===== src/rtl/alu_dec_adjust.sv =====
// Post-adder stage of the 65C02 ALU datapath.
// Turns the raw adder sum/carry vectors into the final result and N/V/Z/C flags.
// Decimal-mode ADC/SBC spend one extra cycle in StAdj applying the BCD correction.
// Handshake: one operation in flight; a new one is accepted only from StIdle.
module alu_dec_adjust (
  input  logic       clk,
  input  logic       RST_N,
  input  logic       in_valid,
  output logic       in_ready,
  input  logic [7:0] SUM,
  input  logic [7:0] CARRY,
  input  logic [7:0] O6,
  input  logic       SUB,
  input  logic       DEC,
  output logic       out_valid,
  input  logic       out_ready,
  output logic [7:0] RES,
  output logic       N,
  output logic       V,
  output logic       Z,
  output logic       C,
  output logic [7:0] O6_Q
);

  typedef enum logic [1:0] {
    StIdle = 2'd0,
    StAdj  = 2'd1,
    StDone = 2'd2
  } state_e;

  state_e state_q, state_d;

  // Operands held for the decimal correction cycle. Only the half carry and the
  // carry out matter to the correction, so the other carry bits are not kept.
  logic [7:0] sum_q;
  logic       hc_q;
  logic       c7_q;
  logic       sub_q;

  logic [7:0] res_q;
  logic       n_q, v_q, z_q, c_q;
  logic [7:0] o6_q;

  logic       accept;
  logic       lo_fix, hi_fix;
  logic [7:0] adj;
  logic [7:0] dec_res;
  logic       dec_c;

  assign in_ready  = (state_q == StIdle);
  assign out_valid = (state_q == StDone);
  assign accept    = in_ready & in_valid;

  assign RES  = res_q;
  assign N    = n_q;
  assign V    = v_q;
  assign Z    = z_q;
  assign C    = c_q;
  assign O6_Q = o6_q;

  // Next-state logic: decimal ops detour through StAdj, binary ops go straight to StDone.
  always_comb begin
    state_d = state_q;
    unique case (state_q)
      StIdle: begin
        if (in_valid) begin
          state_d = DEC ? StAdj : StDone;
        end
      end
      StAdj: begin
        state_d = StDone;
      end
      StDone: begin
        if (out_ready) begin
          state_d = StIdle;
        end
      end
      default: begin
        state_d = StIdle;
      end
    endcase
  end

  // BCD correction on the held binary sum. For SBC the carries are inverted
  // borrows, so a clear carry means that digit borrowed and needs -6.
  always_comb begin
    lo_fix  = 1'b0;
    hi_fix  = 1'b0;
    adj     = 8'h00;
    dec_res = sum_q;
    dec_c   = c7_q;
    if (sub_q) begin
      lo_fix  = ~hc_q;
      hi_fix  = ~c7_q;
      adj     = {(hi_fix ? 4'h6 : 4'h0), (lo_fix ? 4'h6 : 4'h0)};
      dec_res = sum_q - adj;
      dec_c   = c7_q;
    end else begin
      lo_fix  = hc_q | (sum_q[3:0] > 4'd9);
      hi_fix  = c7_q | (sum_q > 8'h99);
      adj     = {(hi_fix ? 4'h6 : 4'h0), (lo_fix ? 4'h6 : 4'h0)};
      dec_res = sum_q + adj;
      dec_c   = hi_fix;
    end
  end

  // State, operand capture and result registers. On accept the binary result is
  // loaded directly; a decimal op then overwrites RES/N/Z/C in StAdj while V
  // keeps the binary-sum overflow.
  always_ff @(posedge clk) begin
    if (!RST_N) begin
      state_q <= StIdle;
      sum_q   <= 8'h00;
      hc_q    <= 1'b0;
      c7_q    <= 1'b0;
      sub_q   <= 1'b0;
      res_q   <= 8'h00;
      n_q     <= 1'b0;
      v_q     <= 1'b0;
      z_q     <= 1'b0;
      c_q     <= 1'b0;
      o6_q    <= 8'h00;
    end else begin
      state_q <= state_d;
      if (accept) begin
        sum_q <= SUM;
        hc_q  <= CARRY[3];
        c7_q  <= CARRY[7];
        sub_q <= SUB;
        o6_q  <= O6;
        res_q <= SUM;
        n_q   <= SUM[7];
        z_q   <= (SUM == 8'h00);
        c_q   <= CARRY[7];
        v_q   <= CARRY[7] ^ CARRY[6];
      end else if (state_q == StAdj) begin
        res_q <= dec_res;
        n_q   <= dec_res[7];
        z_q   <= (dec_res == 8'h00);
        c_q   <= dec_c;
      end
    end
  end

endmodule


===== config.mk =====
export PLATFORM = sky130hd
export DESIGN_NAME = alu_dec_adjust
export DESIGN_NICKNAME = d
export VERILOG_FILES = /design/src/rtl/alu_dec_adjust.sv
export SDC_FILE = /design/constraint.sdc
export NUM_CORES = 1
export LEC_CHECK = 0
export ABC_AREA = 1
export CAP_MARGIN = 20
export CORE_ASPECT_RATIO = 1.25
export CORE_MARGIN = 4
export CORE_UTILIZATION = 50
export DETAILED_ROUTE_END_ITERATION = 10
export GPL_TIMING_DRIVEN = 0
export PLACE_DENSITY = 0.95
export SYNTH_ARGS = -nofsm -noshare
export SYNTH_HDL_FRONTEND = slang
export SYNTH_SLANG_ARGS = --single-unit

===== constraint.sdc =====
create_clock -name clk -period 4.13 [get_ports clk]
set_input_delay 0.6195 -clock clk [delete_from_list [all_inputs] [get_ports clk]]
set_output_delay 0.6195 -clock clk [all_outputs]
set_load 0.02 [all_outputs]

==> flow_summary.json <==
{
  "run_status": "finished clean",
  "synth_edf_count": 0,
  "clk_latency_ns": 0.28,
  "worst_pin_slew_ns": 0.480,
  "cts-root-buf": "clkbuf_8",
  "worstHoldEndpoint": "sum_q[7]",
  "via_count": 1806,
  "drv_cap": 0,
  "cp_data_arrival_time_ns": 2.89,
  "syn_area_per_cell_sq_um": 6.70,
  "layout-drive-gt1-share": 0.0526,
  "rrSetupSlack_ns": 1.44,
  "worstReg2RegStart": "sum_q[1]",
  "path_cells": "o21ai_0 > inv_1 > nand2_1 > a21oi_1 > nor2_1 > ha_1 > nand2_1 > nand2_1 > ha_1 > nand2_1 > inv_1 > a21oi_1 > nand2_1 > nand2_1 > nand2_1 > nor2_1 > nand2_1 > a21oi_1",
  "yosys_warnings": 0,
  "clockBufferDepth": 2,
  "rows": 23,
  "synth_common_cells": "nand2_1, dfxtp_1, nor2_1, inv_1, o21ai_0",
  "seq_area_sq_um": 641,
  "fin_crit_ns": 2.69,
  "relSlewSlack": 0.680,
  "power.density_nw_per_um2": 404,
  "synth_area_leaders": "dfxtp_1, nand2_1, o21ai_0",
  "ctsHoldBuffers": 0,
  "slew_violations": 0,
  "ir_drop_v": 0.000398,
  "final_nets": 342,
  "yosysTopAreaCellShare": 0.383,
  "cp.required_ns": 4.33,
  "antenna_left": 0,
  "synth_nets": 289,
  "ios": 52,
  "cts_tree": "built",
  "cts_made_buffers": 5,
  "ys.flop_type": "dfxtp_1",
  "place_ws_ns": 1.48,
  "clkTransAtPathRegs_ns": 0.07,
  "critical-path-slowest-cell": "dfxtp_1",
  "hp-class": "flop to flop",
  "yosysTopAreaCell": "dfxtp_1",
  "antenna_found_initial": 0,
  "cpMostUsedCell": "nand2_1",
  "hold_viol": 0,
  "yosys.cell_types.count": 24,
  "avgViaCountPerCell": 5.30,
  "core_area_sq_um": 3220,
  "grt_max_degree": 11,
  "reg2reg_depth": 18,
  "grt_pass1_vias": 1860,
  "avgRoutedWirePerCell_microns": 13.7,
  "synth.most_common_cell": "nand2_1",
  "ys_seq_area_frac": 0.383,
  "place.port_buffers": 46,
  "initial_core_util": 0.519,
  "cellLeakagePower_nw": 1.07,
  "multi_input_area_sq_um": 857,
  "fmax_mhz": 372,
  "first_pass_iters": 4,
  "fin_tns_setup_ns": 0,
  "grt-ovfl-total": 0,
  "cts.sink_count": 32,
  "ys_ff_latch": 32,
  "drt_iter0_markers": 58,
  "synth_area_sq_um": 1670,
  "min_period_over_period": 0.651,
  "cpPeakStageDelay_ns": 0.35,
  "async_flop_share": 0,
  "grt_util_all_layers": 0.241,
  "die-area_sq_um": 4340,
  "grt_pass1_wl_mm": 8.02,
  "hold_depth": 2,
  "worstSetupPathType": "flop to flop",
  "reg2reg_to": "Z",
  "critPathMaxFanout": 5,
  "hold_start": "sum_q[7]",
  "diodes": 0,
  "syn2layout_area_growth_pct": 35.7,
  "wl_mm": 4.68,
  "holdWs_ns": 0.467,
  "ctsResizeCount": 0,
  "setup_ws_ns": 1.44,
  "cts_setup_buffers": 0,
  "drc": 0,
  "cp-start-kind": "flop",
  "end_kind": "flop",
  "die_y_microns": 72.7,
  "hpwl_mm": 3.47,
  "chipWidth_microns": 59.8,
  "worst_clock_skew_ns": 0.00589,
  "finalSetupViolCount": 0,
  "nFillCells": 230,
  "rsz0062_at_grt": "no",
  "cts_max_level": 2,
  "globalplace.congestion": 0.854,
  "postSynthCellCount": 250
}
-- metal layers --
| metal | wire length, microns | share of wire | track usage | vias up |
|---|---|---|---|---|
| met2 | 2400 | 0.51 | 0.425 | 66 |
| met4 | 95 | 0.020 | 0.0985 | 0 |
| met1 | 1780 | 0.38 | 0.245 | 828 |
| li1 | - | - | - | 903 |
| met3 | 416 | 0.089 | 0.0991 | 9 |
| met5 | 0 | 0 | 0 | - |
-- worst max-delay path: cells and delay by family (launching register included) --
kind,cells,cell delay [ns]
buffers and inverters,2,0.12
AOI/OAI and AO/OA,4,0.72
DFF,1,0.35
adders and majority gates,2,0.58
and+or+nand+nor,10,0.82
-- cells by family (layout without fill, tap and decap cells) --
kind of cell | count (synthesis) | in the layout | share of synthesized area
simple gates | 115 | 115 | 0.277
compound gates | 50 | 50 | 0.157
buf+inv | 42 | 96 | 0.105
flops | 32 | 32 | 0.383
fa+ha+maj | 9 | 9 | 0.0673
xor+xnor | 2 | 2 | 0.0105
-- placed cells by master, fill, tap and decap left out, drive strengths merged, types with 2 or more instances in the layout --
master         Yosys  layout
buf                6       6
o21ai             25      25
nand3             10      10
clkdlybuf4s50      0      46
clkbuf             4      12
inv               32      32
a21oi             16      16
nor2              33      33
a31oi              8       8
nand2             67      67
nor3               2       2
dfxtp             32      32
ha                 9       9
-- final cells by class --
class	instances	area share
Inverter	32	0.0529
Timing Repair Buffer	46	0.203
Buffer	10	0.0248
Sequential cell	32	0.282
Tap cell	37	0.0204
Clock buffer	8	0.0397
Multi-Input combinational cell	176	0.377
-- state kept, by name, indices dropped and copies added, names as in the netlist, 2 cells and up --
signal	flops
O6_Q	8
RES	8
sum_q	8
state_q	2
-- power breakdown --
group,internal [W],switching [W]
Clock,0.000136,0.000112
Sequential,0.000337,0.0000177
Combinational,0.000132,0.000183
-- through the flow --
step	util	std cells	total power [W]	area, sq um
floorplan	-	250	0.000555	1670
global placement	0.677	333	0.000657	2180
detailed placement	0.677	333	0.000669	2180
CTS	0.705	341	0.000915	2270
global route	0.705	341	0.000970	2270
finish	0.705	341	0.000918	2270
-- worst max-delay path by stage --
stage,startpoint,endpoint,slack (ns)
2_1_floorplan,sum_q[1],Z,1.94
3_3_place_gp,sum_q[1],Z,1.61
6_report,sum_q[1],Z,1.44
5_1_grt,sum_q[1],Z,1.15
3_5_place_dp,sum_q[1],Z,1.48
4_1_cts,sum_q[1],Z,1.47
No activity file was read; power rests on OpenSTA's default activity.
